**config.mk**
```make
export PLATFORM = sky130hd
export DESIGN_NAME = xc_malu_ctrl
export DESIGN_NICKNAME = d
export VERILOG_FILES = /design/src/rtl/xc_malu_ctrl.sv
export SDC_FILE = /design/constraint.sdc
export NUM_CORES = 1
export LEC_CHECK = 0
export BUFFER_PORTS_ARGS = -buffer_cell sky130_fd_sc_hd__buf_2
export CAP_MARGIN = 20
export CORE_UTILIZATION = 44
export DETAILED_ROUTE_END_ITERATION = 8
export HOLD_SLACK_MARGIN = 0.15
export PLACE_DENSITY = 0.79
export SYNTH_ARGS = -nofsm -noshare
export SYNTH_HDL_FRONTEND = slang
export SYNTH_SLANG_ARGS = --single-unit
```
**constraint.sdc**
```tcl
create_clock -name g_clk -period 2.4 [get_ports g_clk]
set_clock_uncertainty 0.1 [all_clocks]
set_input_delay 0.24 -clock g_clk [delete_from_list [all_inputs] [get_ports g_clk]]
set_output_delay 0.24 -clock g_clk [all_outputs]
set_load 0.05 [all_outputs]
```
**src/rtl/xc_malu_ctrl.sv**
```systemverilog
//----------------------------------------------------------------------------
// xc_malu_ctrl : multi-precision ALU sequencer owning acc/carry/count state.
// mmul sequencing is built only when XC_MALU_CTRL_MMUL_EN is defined.  Rev 1.0
//----------------------------------------------------------------------------
`default_nettype none

module xc_malu_ctrl (
  input  logic        g_clk,
  input  logic        g_reset,
  input  logic        valid,
  input  logic        flush,
  input  logic        uop_madd,
  input  logic        uop_msub,
  input  logic        uop_macc,
  input  logic        uop_mmul,
  input  logic [63:0] n_acc,
  input  logic        n_carry,
  output logic        fsm_init,
  output logic        fsm_mdr,
  output logic        fsm_msub_1,
  output logic        fsm_macc_1,
  output logic        fsm_mmul_1,
  output logic        fsm_mmul_2,
  output logic        fsm_done,
  output logic [63:0] acc,
  output logic        carry,
  output logic [5:0]  count,
  output logic        ready,
  output logic        busy,
  output logic        illegal
);

  typedef enum logic [6:0] {
    S_INIT   = 7'b000_0001,
    S_MDR    = 7'b000_0010,
    S_MSUB_1 = 7'b000_0100,
    S_MACC_1 = 7'b000_1000,
    S_MMUL_1 = 7'b001_0000,
    S_MMUL_2 = 7'b010_0000,
    S_DONE   = 7'b100_0000
  } state_t;

  state_t      state_q, state_d;
  logic [63:0] acc_q, acc_d;
  logic        carry_q, carry_d;
  logic        op_madd, op_msub, op_macc, op_mmul;
  logic        abort;

  // Resolve non-one-hot selects with madd > msub > macc > mmul priority.
  assign op_madd = uop_madd;
  assign op_msub = ~uop_madd & uop_msub;
  assign op_macc = ~uop_madd & ~uop_msub & uop_macc;
  assign op_mmul = ~uop_madd & ~uop_msub & ~uop_macc & uop_mmul;

  assign abort = flush | ((state_q != S_INIT) & ~valid);

`ifdef XC_MALU_CTRL_MMUL_EN
  logic [5:0] count_q, count_d;
`endif

  always_comb begin
    state_d = state_q;
    acc_d   = acc_q;
    carry_d = carry_q;
`ifdef XC_MALU_CTRL_MMUL_EN
    count_d = count_q;
`endif
    ready   = 1'b0;
    illegal = 1'b0;
    if (abort) begin
      // acc deliberately holds so a partial result remains observable.
      state_d = S_INIT;
      carry_d = 1'b0;
`ifdef XC_MALU_CTRL_MMUL_EN
      count_d = 6'd0;
`endif
    end else begin
      case (state_q)
        S_INIT: begin
          if (valid) begin
            if (op_madd | op_msub | op_macc) begin
              acc_d   = n_acc;
              carry_d = n_carry;
            end
            if (op_madd) ready   = 1'b1;
            if (op_msub) state_d = S_MSUB_1;
            if (op_macc) state_d = S_MACC_1;
            if (op_mmul) begin
`ifdef XC_MALU_CTRL_MMUL_EN
              acc_d   = 64'd0;
              carry_d = 1'b0;
              count_d = 6'd0;
              state_d = S_MDR;
`else
              ready   = 1'b1;
              illegal = 1'b1;
`endif
            end
          end
        end
        S_MSUB_1, S_MACC_1: begin
          acc_d   = n_acc;
          carry_d = n_carry;
          state_d = S_DONE;
        end
`ifdef XC_MALU_CTRL_MMUL_EN
        S_MDR: begin
          acc_d   = n_acc;
          carry_d = n_carry;
          if (count_q == 6'd31) begin
            count_d = 6'd0;
            state_d = S_MMUL_1;
          end else begin
            count_d = count_q + 6'd1;
          end
        end
        S_MMUL_1: begin
          acc_d   = n_acc;
          carry_d = n_carry;
          state_d = S_MMUL_2;
        end
        S_MMUL_2: begin
          acc_d   = n_acc;
          carry_d = n_carry;
          state_d = S_DONE;
        end
`endif
        S_DONE: begin
          ready   = 1'b1;
          state_d = S_INIT;
        end
        default: begin
          state_d = S_INIT;
          carry_d = 1'b0;
        end
      endcase
    end
  end

  always_ff @(posedge g_clk or posedge g_reset) begin
    if (g_reset) begin
      state_q <= S_INIT;
      acc_q   <= 64'd0;
      carry_q <= 1'b0;
    end else begin
      state_q <= state_d;
      acc_q   <= acc_d;
      carry_q <= carry_d;
    end
  end

`ifdef XC_MALU_CTRL_MMUL_EN
  always_ff @(posedge g_clk or posedge g_reset) begin
    if (g_reset) count_q <= 6'd0;
    else         count_q <= count_d;
  end

  assign count      = count_q;
  assign fsm_mdr    = state_q[1];
  assign fsm_mmul_1 = state_q[4];
  assign fsm_mmul_2 = state_q[5];
`else
  logic unused_state;
  assign unused_state = ^{state_q[5:4], state_q[1]};
  assign count        = 6'd0;
  assign fsm_mdr      = 1'b0;
  assign fsm_mmul_1   = 1'b0;
  assign fsm_mmul_2   = 1'b0;
`endif

  assign fsm_init   = state_q[0];
  assign fsm_msub_1 = state_q[2];
  assign fsm_macc_1 = state_q[3];
  assign fsm_done   = state_q[6];
  assign acc        = acc_q;
  assign carry      = carry_q;
  assign busy       = (state_q != S_INIT);

endmodule

`default_nettype wire
```
==> key figures, run 1 <==
Placement
  • Post-detailed-placement half-perimeter wirelength: 4.23 mm
  • Final weighted congestion in routability-driven placement: 0.829
  • IO Port Bufs: 144
  • Area post-placement: 0.00359 sq mm

STA
  • Final critical delay including setup and external delays: 2.27 ns
  • RSZ-0062 raised after global routing: false
  • Hold Vio Cnt, Final: 0
  • Sum Neg Setup Slack: 0 ns
  • Portion of the clock cycle consumed by the worst path in the final layout: 0.946
  • Final Max Slew Viols: 0
  • FMAX: 440 MHz
  • Pin slew with the least headroom to its limit: 0.550 ns
  • Relative max-transition margin: 0.633
  • Final setup vio count: 0

Status
  • Run status: finished, final reports clean

Drt
  • Number of design rule violations left after detail routing: 0
  • Final Routed Wirelength: 7.13 mm
  • Number of vias in the routed layout: 2260
  • Detail Route Antenna Nets: 0
  • Detailed-route vias per instance: 4.71
  • Number of detailed-route iterations in the first pass: 4
  • Number of DRC violations after detailed-routing iteration 0: 61
  • Average detailed-routed wire length per instance: 14.8 um

Cells and area
  • Share of layout cells above drive strength 1: 0.573
  • Post-Route Utilization: 0.740
  • Final instance area: 0.00446 sq mm
  • Total Nets Final: 474
  • Number of filler instances in the final layout: 395
  • Final antenna diode count: 0
  • Syn-to-layout area delta: 58.6%

Logic synthesis
  • Area fraction in compound gates after synthesis: 0.0218
  • Area share of xor/xnor cells in the synthesized design: 0.00312
  • Top cell type by total area after synthesis: sky130_fd_sc_hd__dfrtp_1
  • Top cells by area, synth: sky130_fd_sc_hd__dfrtp_1, sky130_fd_sc_hd__mux2_2, sky130_fd_sc_hd__buf_4
  • Mux share of post-synthesis cell area: 0.264
  • Number of synthesized flops with an enable pin: 0
  • Most used flip-flop cell after synthesis: sky130_fd_sc_hd__dfrtp_1
  • Share of synthesized registers carrying an async set or reset: 1.00
  • Count of state elements after synthesis: 69
  • Share of the synthesized area in the top cell type: 0.606
  • Fraction of the mapped netlist area in adder cells: 0
  • Synthesized area per cell: 15.7 sq um
  • Number of warnings reported in the yosys synthesis log: 0
  • Count of cell types in the netlist: 26
  • Largest family of logic cells by synthesized area: multiplexers
  • Sequential-to-total area share from yosys stat: 0.615
  • Netlist area before placement: 0.00281 sq mm
  • Post-Synthesis Cells: 179
  • Post-Synth Simple-Gate Area: 0.0432

Setup path
  • Crit Path Category: register to register
  • Worst-path maximum fanout: 7
  • Launch instance of the worst register-to-register path: state_q[0]$_DFFE_PP1P_
  • Worst reg2reg path endpoint: state_q[3]$_DFFE_PP0P_
  • Worst r2r path cells: 5
  • Kind of end point of the critical path: register
  • Arrival time at the worst endpoint: 2.44 ns
  • Startpoint types: register
  • Required time of the worst setup path: 2.57 ns
  • Slack of the worst reg-to-reg path: 0.13 ns

Global routing
  • Wire length of the first global-routing pass: 10.6 mm
  • GRT overflow: 0
  • Aggregate global-route resource usage: 0.218
  • Number of global-route vias before repair: 2346
  • Pin count of the biggest net entering global routing: 34
  • Initial antenna violation count: 0

Power
  • Worst vdd rail ir drop: 0.000633 V
  • Power density of the placed cells: 915 mW/mm^2
  • Leakage component of the power: 2.19 nW

Die
  • Chip height: 81.9 um
  • Die area: 0.00671 sq mm
  • Std cell rows: 28
  • Horizontal die dimension: 81.9 um
  • Num ports: 154
  • Starting Density: 0.466
  • Floorplan core area: 0.00603 sq mm

Worst hold path
  • Endpoint with the worst hold slack: state_q[2]$_DFFE_PP0P_
  • Hold Startpoint: valid
  • Kind of path behind the tightest hold check: primary input to register
  • Number of cells traversed by the worst hold path: 3

CTS
  • Clock tree from TritonCTS: done
  • Post-CTS Setup Bufs: 0
  • Number of clock sinks seen by CTS: 69
  • Cell at the root of the clock tree: sky130_fd_sc_hd__clkbuf_8
  • Cts bufs inserted: 9
  • Post-CTS clock slew at the launch and capture registers of the worst setup and hold paths: 0.07 ns
  • Number of levels in the clock H-tree: 3
  • Clock latency on the worst-skew pair: 0.33 ns
  • Buffer depth of the longest clock path: 2

Job
  • Number of max-capacitance violations reported: 0
cells in the final DEF (no fill, tap or decap), types with 3 or more instances in the layout:
cell,netlist,final
sky130_fd_sc_hd__dfrtp_1,68,68
sky130_fd_sc_hd__dlygate4sd3_1,0,69
sky130_fd_sc_hd__buf_4,9,3
sky130_fd_sc_hd__buf_2,0,143
sky130_fd_sc_hd__conb_1,1,9
sky130_fd_sc_hd__mux2_2,64,64
sky130_fd_sc_hd__clkbuf_8,0,12
sky130_fd_sc_hd__nor2_1,5,5
worst max path at each step:
stage / slack, ns / from / endpoint
3_3_place_gp: 0.48 / state_q[0]$_DFFE_PP1P_ / acc[31]$_DFFE_PP0P_
5_1_grt: 0.01 / state_q[0]$_DFFE_PP1P_ / illegal
6_report: 0.13 / state_q[0]$_DFFE_PP1P_ / state_q[3]$_DFFE_PP0P_
4_1_cts: 0.14 / state_q[0]$_DFFE_PP1P_ / illegal
3_5_place_dp: 0.43 / state_q[0]$_DFFE_PP1P_ / acc[45]$_DFFE_PP0P_
2_1_floorplan: 0.0009 / state_q[0]$_DFFE_PP1P_ / acc[0]$_DFFE_PP0P_
repair_timing:
| action | in CTS | in global routing |
|---|---|---|
| gates resized for setup | 0 | 1 |
| hold endpoints to repair | 93 | 0 |
| endpoints found under the setup margin | 0 | 1 |
| hold buffers | 69 | 0 |
flip-flops by register name, summed over array words and instances (netlist names):
| register | count |
|---|---|
| state_q | 4 |
| carry | 1 |
| acc | 64 |
layout make-up:
| cell class | instances | area [sq um] | area share |
|---|---|---|---|
| Sequential cell | 69 | 1730 | 0.388 |
| Inverter | 3 | 11.3 | 0.00253 |
| Clock buffer | 14 | 173 | 0.0387 |
| Clock inverter | 1 | 5.00 | 0.00112 |
| Multi-Input combinational cell | 100 | 971 | 0.218 |
| Timing Repair Buffer | 218 | 1480 | 0.331 |
| Tap cell | 75 | 93.8 | 0.0210 |
per-layer routing:
metal	routed length, um	GRT usage
met2	3880	0.400
met4	178	0.125
met1	2590	0.227
met3	486	0.0478
met5	0	0
through the flow:
| stage | setup slack [ns] | hold slack (ns) | total power, mW | std cells |
|---|---|---|---|---|
| 6_report | 0.129 | 0.208 | 4.08 | 480 |
| 5_1_grt | 0.0119 | 0.211 | 4.25 | 480 |
| 4_1_cts | 0.137 | 0.158 | 4.11 | 480 |
| 3_5_place_dp | 0.433 | 0.224 | 3.17 | 396 |
| 3_3_place_gp | 0.482 | 0.226 | 3.13 | 396 |
| 2_1_floorplan | 0.000855 | 0.210 | 2.79 | 187 |
cell families after synthesis:
family,Yosys count
flip-flops,69
multiplexers,66
AND/OR/NAND/NOR,18
buffers and inverters,18
AO/OA/AOI/OAI,6
XOR/XNOR,1
other,1
synthesized netlist by cell type (2+ instances only):
| master | instances |
|---|---|
| sky130_fd_sc_hd__mux2_2 | 64 |
| sky130_fd_sc_hd__mux2i_1 | 2 |
| sky130_fd_sc_hd__buf_6 | 6 |
| sky130_fd_sc_hd__nor3b_1 | 2 |
| sky130_fd_sc_hd__o21ai_0 | 2 |
| sky130_fd_sc_hd__buf_4 | 9 |
| sky130_fd_sc_hd__nor3_1 | 2 |
| sky130_fd_sc_hd__dfrtp_1 | 68 |
| sky130_fd_sc_hd__nor2_1 | 5 |
| sky130_fd_sc_hd__inv_1 | 3 |
power by group:
group | total (mW) | switching, mW | leakage, nW | internal (mW)
logic | 1.71 | 1.20 | 1.28 | 0.508
registers | 1.53 | 0.122 | 0.817 | 1.41
clock network | 0.837 | 0.383 | 0.0926 | 0.454
total | 4.08 | 1.71 | 2.19 | 2.37
worst max-delay path, stage by stage (launching register included):
cell                            delay, ns
sky130_fd_sc_hd__dfstp_2             0.59
sky130_fd_sc_hd__nor3b_4             0.26
sky130_fd_sc_hd__buf_4               0.18
sky130_fd_sc_hd__nand3_1             0.17
sky130_fd_sc_hd__nor3b_1             0.32
sky130_fd_sc_hd__dlygate4sd3_1       0.59
(Power assumes the default switching activity.)
==> run 2, diff against run 1 <==
- CELL_PAD_IN_SITES_DETAIL_PLACEMENT: default -> 1
- CELL_PAD_IN_SITES_GLOBAL_PLACEMENT: default -> 1
- CORE_ASPECT_RATIO: default -> 1.25
- CORE_UTILIZATION: 44 -> 34
- PLACE_DENSITY: 0.79 -> default
- PLACE_DENSITY_LB_ADDON: default -> 0.1
==> run 2 against run 1 <==
Against the previous run:
- count of clock-buffer cells in the layout did not move
- routed wire length increased by 8.6%
- fmax is 2.8% higher
- sequential cell count is the same
- die area is 29% higher
- design area is 1.1% higher
- register-to-register slack gained 0.06 ns
- final cell count rose by 4.4%
- core utilization decreased by 17 points
- total power increased by 2.2%
- combinational power barely moved
- highest routed layer unchanged
==> key figures, run 2 (same netlist as run 1, synthesis figures left out) <==
Setup path
  • Arrival time at the worst endpoint: 2.32 ns
  • Worst-path maximum fanout: 36
  • Kind of end point of the critical path: register
  • Ordered list of cells on the worst path: nor3b_4, buf_4, nand2b_4, o221ai_4, buf_12, mux2_2
  • Worst setup startpoint: state_q[0]$_DFFE_PP1P_
  • Slowest cell on the critical path: sky130_fd_sc_hd__dfstp_2
  • Slack of the worst reg-to-reg path: 0.19 ns
  • Startpoint types: register
  • Launch instance of the worst register-to-register path: state_q[0]$_DFFE_PP1P_
  • Crit path to: acc[28]$_DFFE_PP0P_
  • Worst r2r path cells: 6
  • Delay of the slowest cell on the worst path: 0.59 ns
  • Stages on the worst setup path: 6
  • CP top delay family: flip-flops
  • Required time of the worst setup path: 2.52 ns
  • Buf/Inv on CP: 2
  • Crit Path Category: register to register
  • Worst reg2reg path endpoint: acc[28]$_DFFE_PP0P_

Drt
  • Detailed-route vias per instance: 4.62
  • Final Routed Wirelength: 7.74 mm
  • Detail Route Antenna Nets: 0
  • Number of design rule violations left after detail routing: 0
  • Average detailed-routed wire length per instance: 15.4 um
  • Number of detailed-route iterations in the first pass: 4
  • Number of vias in the routed layout: 2313
  • Number of DRC violations after detailed-routing iteration 0: 53

Cells and area
  • Total Nets Final: 474
  • Share of layout cells above drive strength 1: 0.571
  • Multi-input gate area: 976 sq um
  • Reg area: 0.00173 sq mm
  • Post-Route Utilization: 0.572
  • Number of filler instances in the final layout: 849
  • Most frequent standard cell in the layout excluding fill and tap cells: sky130_fd_sc_hd__buf_2
  • Final antenna diode count: 0
  • Final instance area: 0.00451 sq mm
  • Most frequent cells in the layout: sky130_fd_sc_hd__buf_2, sky130_fd_sc_hd__dlygate4sd3_1, sky130_fd_sc_hd__dfrtp_1
  • Syn-to-layout area delta: 60.4%
  • Flip-flop count of the largest register, all copies and words added: 64

Die
  • Chip height: 104 um
  • Horizontal die dimension: 83.3 um
  • Starting Density: 0.357
  • Die area: 0.00864 sq mm
  • Floorplan core area: 0.00788 sq mm
  • Num ports: 154
  • Std cell rows: 36

STA
  • Final critical delay including setup and external delays: 2.21 ns
  • Setup slack of the critical path after layout: 0.192 ns
  • Pin slew with the least headroom to its limit: 0.537 ns
  • Relative max-transition margin: 0.641
  • Final Max Slew Viols: 0
  • Final setup vio count: 0
  • Hold Vio Cnt, Final: 0
  • RSZ-0062 raised after global routing: false
  • Final Hold Slack: 0.190 ns
  • Sum Neg Setup Slack: 0 ns
  • FMAX: 453 MHz
  • Portion of the clock cycle consumed by the worst path in the final layout: 0.920

Global routing
  • Initial antenna violation count: 0
  • Pin count of the biggest net entering global routing: 48
  • Wire length of the first global-routing pass: 12.8 mm
  • Number of global-route vias before repair: 2595
  • Aggregate global-route resource usage: 0.190
  • GRT overflow: 0

Placement
  • Final weighted congestion in routability-driven placement: 0.827
  • Dpl ws: 0.234 ns
  • Post-detailed-placement half-perimeter wirelength: 4.81 mm
  • Area post-placement: 0.00361 sq mm
  • IO Port Bufs: 144

CTS
  • Number of clock sinks seen by CTS: 69
  • Cts bufs inserted: 9
  • Clock latency on the worst-skew pair: 0.34 ns
  • Buffer depth of the longest clock path: 2
  • Cell at the root of the clock tree: sky130_fd_sc_hd__clkbuf_8
  • Number of levels in the clock H-tree: 3
  • Clock tree from TritonCTS: done
  • Post-CTS clock slew at the launch and capture registers of the worst setup and hold paths: 0.07 ns

Power
  • Worst vdd rail ir drop: 0.000530 V
  • Leakage component of the power: 2.20 nW
  • Power density of the placed cells: 925 mW/mm^2

Job
  • Number of max-capacitance violations reported: 0

Status
  • Run status: finished, final reports clean

Worst hold path
  • Kind of path behind the tightest hold check: primary input to register
run 2: cell types whose count changed in the layout (fill, tap and decap cells not counted), sizes merged:
cell	previous run	this run
buf	148	149
bufinv	0	1
clkbuf	15	14
run 2: worst min-delay path, stage by stage:
cell                      delay (ns)
sky130_fd_sc_hd__buf_2          0.14
sky130_fd_sc_hd__nand3_1        0.16
sky130_fd_sc_hd__nor2_1         0.05
run 2: report_power, final:
group          switching [mW]  internal, mW
Clock                   0.408         0.509
Sequential              0.115          1.41
Combinational            1.22         0.510
run 2: final cells by class:
class / instances / share of cell area
clock buffers: 14 / 0.0339
clock inverters: 2 / 0.00777
inverters: 3 / 0.00250
multi-input cells: 100 / 0.216
flip-flops and latches: 69 / 0.383
well taps: 95 / 0.0264
repair buffers: 218 / 0.330
run 2: metal layers:
| metal | up-vias | track usage | wire (um) |
|---|---|---|---|
| met5 | - | 0 | 0 |
| met4 | 0 | 0.0751 | 120 |
| met3 | 11 | 0.0486 | 427 |
| met2 | 91 | 0.344 | 4330 |
| met1 | 1155 | 0.209 | 2870 |
| li1 | 1056 | - | - |
run 2: how the worst min path moves through the flow:
| stage | startpoint | endpoint | slack, ns | cells after the start |
|---|---|---|---|---|
| global placement | g_reset | acc[48]$_DFFE_PP0P_ | 0.22 | 2 |
| floorplan | uop_msub | state_q[3]$_DFFE_PP0P_ | 0.21 | 1 |
| detailed placement | g_reset | acc[48]$_DFFE_PP0P_ | 0.21 | 2 |
| finish | valid | state_q[2]$_DFFE_PP0P_ | 0.19 | 3 |
| CTS | valid | state_q[2]$_DFFE_PP0P_ | 0.17 | 3 |
| global route | valid | state_q[2]$_DFFE_PP0P_ | 0.20 | 3 |
run 2: per-stage QoR:
step	total power, mW	std cells
2_1_floorplan	2.79	187
3_3_place_gp	3.16	414
3_5_place_dp	3.18	414
4_1_cts	4.20	499
5_1_grt	4.36	501
6_report	4.17	501
run 2: timing repair:
action	in CTS	in global routing
resized for setup	0	1
setup buffers	0	2
hold endpoints to repair	90	0
endpoints found under the setup margin	0	2
hold buffers	69	0
==> run 3, diff against run 2 <==
- ABC_AREA: default -> 1
- CORE_UTILIZATION: 34 -> 32
==> run 3 against run 2 <==
Against the previous run:
- core utilization decreased by 5.1 points
- fmax increased by 2.7%
- combinational power rose by 23%
- design area is 6.1% higher
- critical path depth up 1
- final cell count up 37%
==> key figures, run 3 <==
Status
  • Run status: finished, final reports clean

STA
  • Final critical delay including setup and external delays: 2.15 ns
  • Final Hold Slack: 0.168 ns
  • Final Max Slew Viols: 0
  • Portion of the clock cycle consumed by the worst path in the final layout: 0.896
  • Hold Vio Cnt, Final: 0
  • Final setup vio count: 0
  • Sum Neg Setup Slack: 0 ns
  • Setup slack of the critical path after layout: 0.251 ns
  • Pin slew with the least headroom to its limit: 0.701 ns
  • RSZ-0062 raised after global routing: false
  • Relative max-transition margin: 0.533
  • FMAX: 465 MHz

Setup path
  • Arrival time at the worst endpoint: 2.31 ns
  • Launch instance of the worst register-to-register path: state_q[0]$_DFFE_PP1P_
  • Slack of the worst reg-to-reg path: 0.39 ns
  • Crit Path Category: primary input to register
  • Required time of the worst setup path: 2.56 ns
  • Worst-path maximum fanout: 3
  • Kind of end point of the critical path: register
  • Worst reg2reg path endpoint: acc[55]$_DFFE_PP0P_
  • Startpoint types: primary input
  • Worst r2r path cells: 7

Power
  • Power after layout: 4.97 mW
  • Leakage component of the power: 2.68 nW
  • Worst vdd rail ir drop: 0.000338 V
  • Power density of the placed cells: 1040 mW/mm^2

Drt
  • Number of vias in the routed layout: 3052
  • Average detailed-routed wire length per instance: 14.2 um
  • Detailed-route vias per instance: 4.46
  • Detail Route Antenna Nets: 0
  • Number of detailed-route iterations in the first pass: 4
  • Number of DRC violations after detailed-routing iteration 0: 103
  • Number of design rule violations left after detail routing: 0
  • Final Routed Wirelength: 9.71 mm

CTS
  • Number of levels in the clock H-tree: 3
  • Clock latency on the worst-skew pair: 0.33 ns
  • Cts bufs inserted: 9
  • Buffer depth of the longest clock path: 2
  • Post_cts resized: 0
  • Post-CTS clock slew at the launch and capture registers of the worst setup and hold paths: 0.06 ns
  • Post-CTS Setup Bufs: 0
  • Number of clock sinks seen by CTS: 69
  • Clock tree from TritonCTS: done
  • Cell at the root of the clock tree: sky130_fd_sc_hd__clkbuf_16

Job
  • Number of max-capacitance violations reported: 0

Placement
  • IO Port Bufs: 144
  • Number of cells in the design after placement: 598
  • Dpl ws: 0.413 ns
  • Area post-placement: 0.00379 sq mm
  • Final weighted congestion in routability-driven placement: 0.772
  • Post-detailed-placement half-perimeter wirelength: 5.92 mm

Logic synthesis
  • Top cells by area, synth: sky130_fd_sc_hd__dfrtp_1, sky130_fd_sc_hd__nand2_1, sky130_fd_sc_hd__nand3_1
  • Most used flip-flop cell after synthesis: sky130_fd_sc_hd__dfrtp_1
  • Count of state elements after synthesis: 69
  • Most numerous cell in the Yosys netlist: sky130_fd_sc_hd__nand2_1
  • Top cell type by total area after synthesis: sky130_fd_sc_hd__dfrtp_1
  • Synthesized area per cell: 8.73 sq um
  • Netlist area before placement: 0.00302 sq mm
  • Share of synthesized registers carrying an async set or reset: 1.00
  • Leading cell types by count after synthesis: sky130_fd_sc_hd__nand2_1, sky130_fd_sc_hd__dfrtp_1, sky130_fd_sc_hd__nand3_1, sky130_fd_sc_hd__inv_1
  • Sequential-to-total area share from yosys stat: 0.572
  • Count of cell types in the netlist: 19
  • Share of the synthesized area in the top cell type: 0.563
  • Number of warnings reported in the yosys synthesis log: 0
  • Post-Synthesis Cells: 346
  • Number of synthesized flops with an enable pin: 0

Global routing
  • Aggregate global-route resource usage: 0.207
  • Initial antenna violation count: 0
  • Wire length of the first global-routing pass: 15.6 mm
  • Number of global-route vias before repair: 3120
  • Pin count of the biggest net entering global routing: 66
  • GRT overflow: 0

Worst hold path
  • Endpoint with the worst hold slack: state_q[0]$_DFFE_PP1P_
  • Kind of path behind the tightest hold check: primary input to register
  • Hold Startpoint: valid
  • Number of cells traversed by the worst hold path: 4

Cells and area
  • Number of filler instances in the final layout: 1145
  • Final antenna diode count: 0
  • Final instance area: 0.00478 sq mm
  • Total Nets Final: 630
  • Post-Route Utilization: 0.521
  • Most frequent cells in the layout: sky130_fd_sc_hd__nand2_1, sky130_fd_sc_hd__buf_2, sky130_fd_sc_hd__dlygate4sd3_1
  • Most frequent standard cell in the layout excluding fill and tap cells: sky130_fd_sc_hd__nand2_1
  • Syn-to-layout area delta: 58.2%
  • Final Non-Filler Cells: 685
  • Reg area: 0.00173 sq mm
  • Share of layout cells above drive strength 1: 0.315
  • Multi-input gate area: 0.00105 sq mm
  • Flip-flop count of the largest register, all copies and words added: 64

Die
  • Std cell rows: 39
  • Horizontal die dimension: 88.9 um
  • Floorplan core area: 0.00917 sq mm
  • Starting Density: 0.329
  • Die area: 0.00984 sq mm
  • Num ports: 154
  • Chip height: 111 um
[run 3: cell types whose count changed after synthesis, sizes merged, moves of 2 or more]
cell / delta
a21oi: +2
buf: +14
inv: +12
mux2: -64
mux2i: -2
nand2: +148
nand2b: -2
nand3: +68
nor2: +3
nor3b: -4
[run 3: timing repair]
item                       in CTS  in global routing
hold endpoints to repair      135                  0
hold buffers                   71                  0
setup endpoints to repair       0                  0
[run 3: power breakdown]
part           switching (mW)  internal (mW)
sequential              0.152           1.46
combinational            1.64          0.489
clock                   0.482          0.750
total                    2.27           2.70
[run 3: final cells by class]
cell class	instances	area share
sequential	69	0.361
timing repair buffer	221	0.317
multi-input combinational	241	0.220
clock buffer	12	0.0537
tap	123	0.0322
inverter	15	0.0118
clock inverter	4	0.00471
[run 3: critical path: stages]
cell and delay [ns]:
sky130_fd_sc_hd__dlygate4sd3_1 0.53, sky130_fd_sc_hd__buf_2 0.14, sky130_fd_sc_hd__nor2_1 0.13, sky130_fd_sc_hd__nand2_1 0.07, sky130_fd_sc_hd__dlygate4sd3_1 0.55, sky130_fd_sc_hd__nor2_1 0.10, sky130_fd_sc_hd__dlygate4sd3_1 0.55
[run 3: cells by family (layout without fill, tap and decap cells)]
group | after synthesis | count (layout) | share of synthesized area
compound gates | 5 | 5 | 0.0108
buf+inv | 44 | 252 | 0.0985
flops | 69 | 69 | 0.572
other cells | 1 | 9 | 0.00124
simple gates | 227 | 227 | 0.318
[run 3: metal layers]
metal	up-vias	global-route usage	part of all wire
li1	1491	-	-
met1	1456	0.245	0.42
met2	91	0.360	0.52
met3	14	0.0433	0.048
met4	0	0.0763	0.017
met5	-	0	0
[run 3: worst max path at each step]
stage | cells past startpoint | start | endpoint | slack (ns)
CTS | 7 | state_q[0]$_DFFE_PP1P_ | ready | 0.25
detailed placement | 7 | state_q[0]$_DFFE_PP1P_ | acc[48]$_DFFE_PP0P_ | 0.41
global route | 7 | state_q[0]$_DFFE_PP1P_ | ready | 0.15
global placement | 7 | state_q[0]$_DFFE_PP1P_ | acc[54]$_DFFE_PP0P_ | 0.48
finish | 7 | uop_madd | state_q[3]$_DFFE_PP0P_ | 0.25
floorplan | 6 | state_q[0]$_DFFE_PP1P_ | ready | 0.08
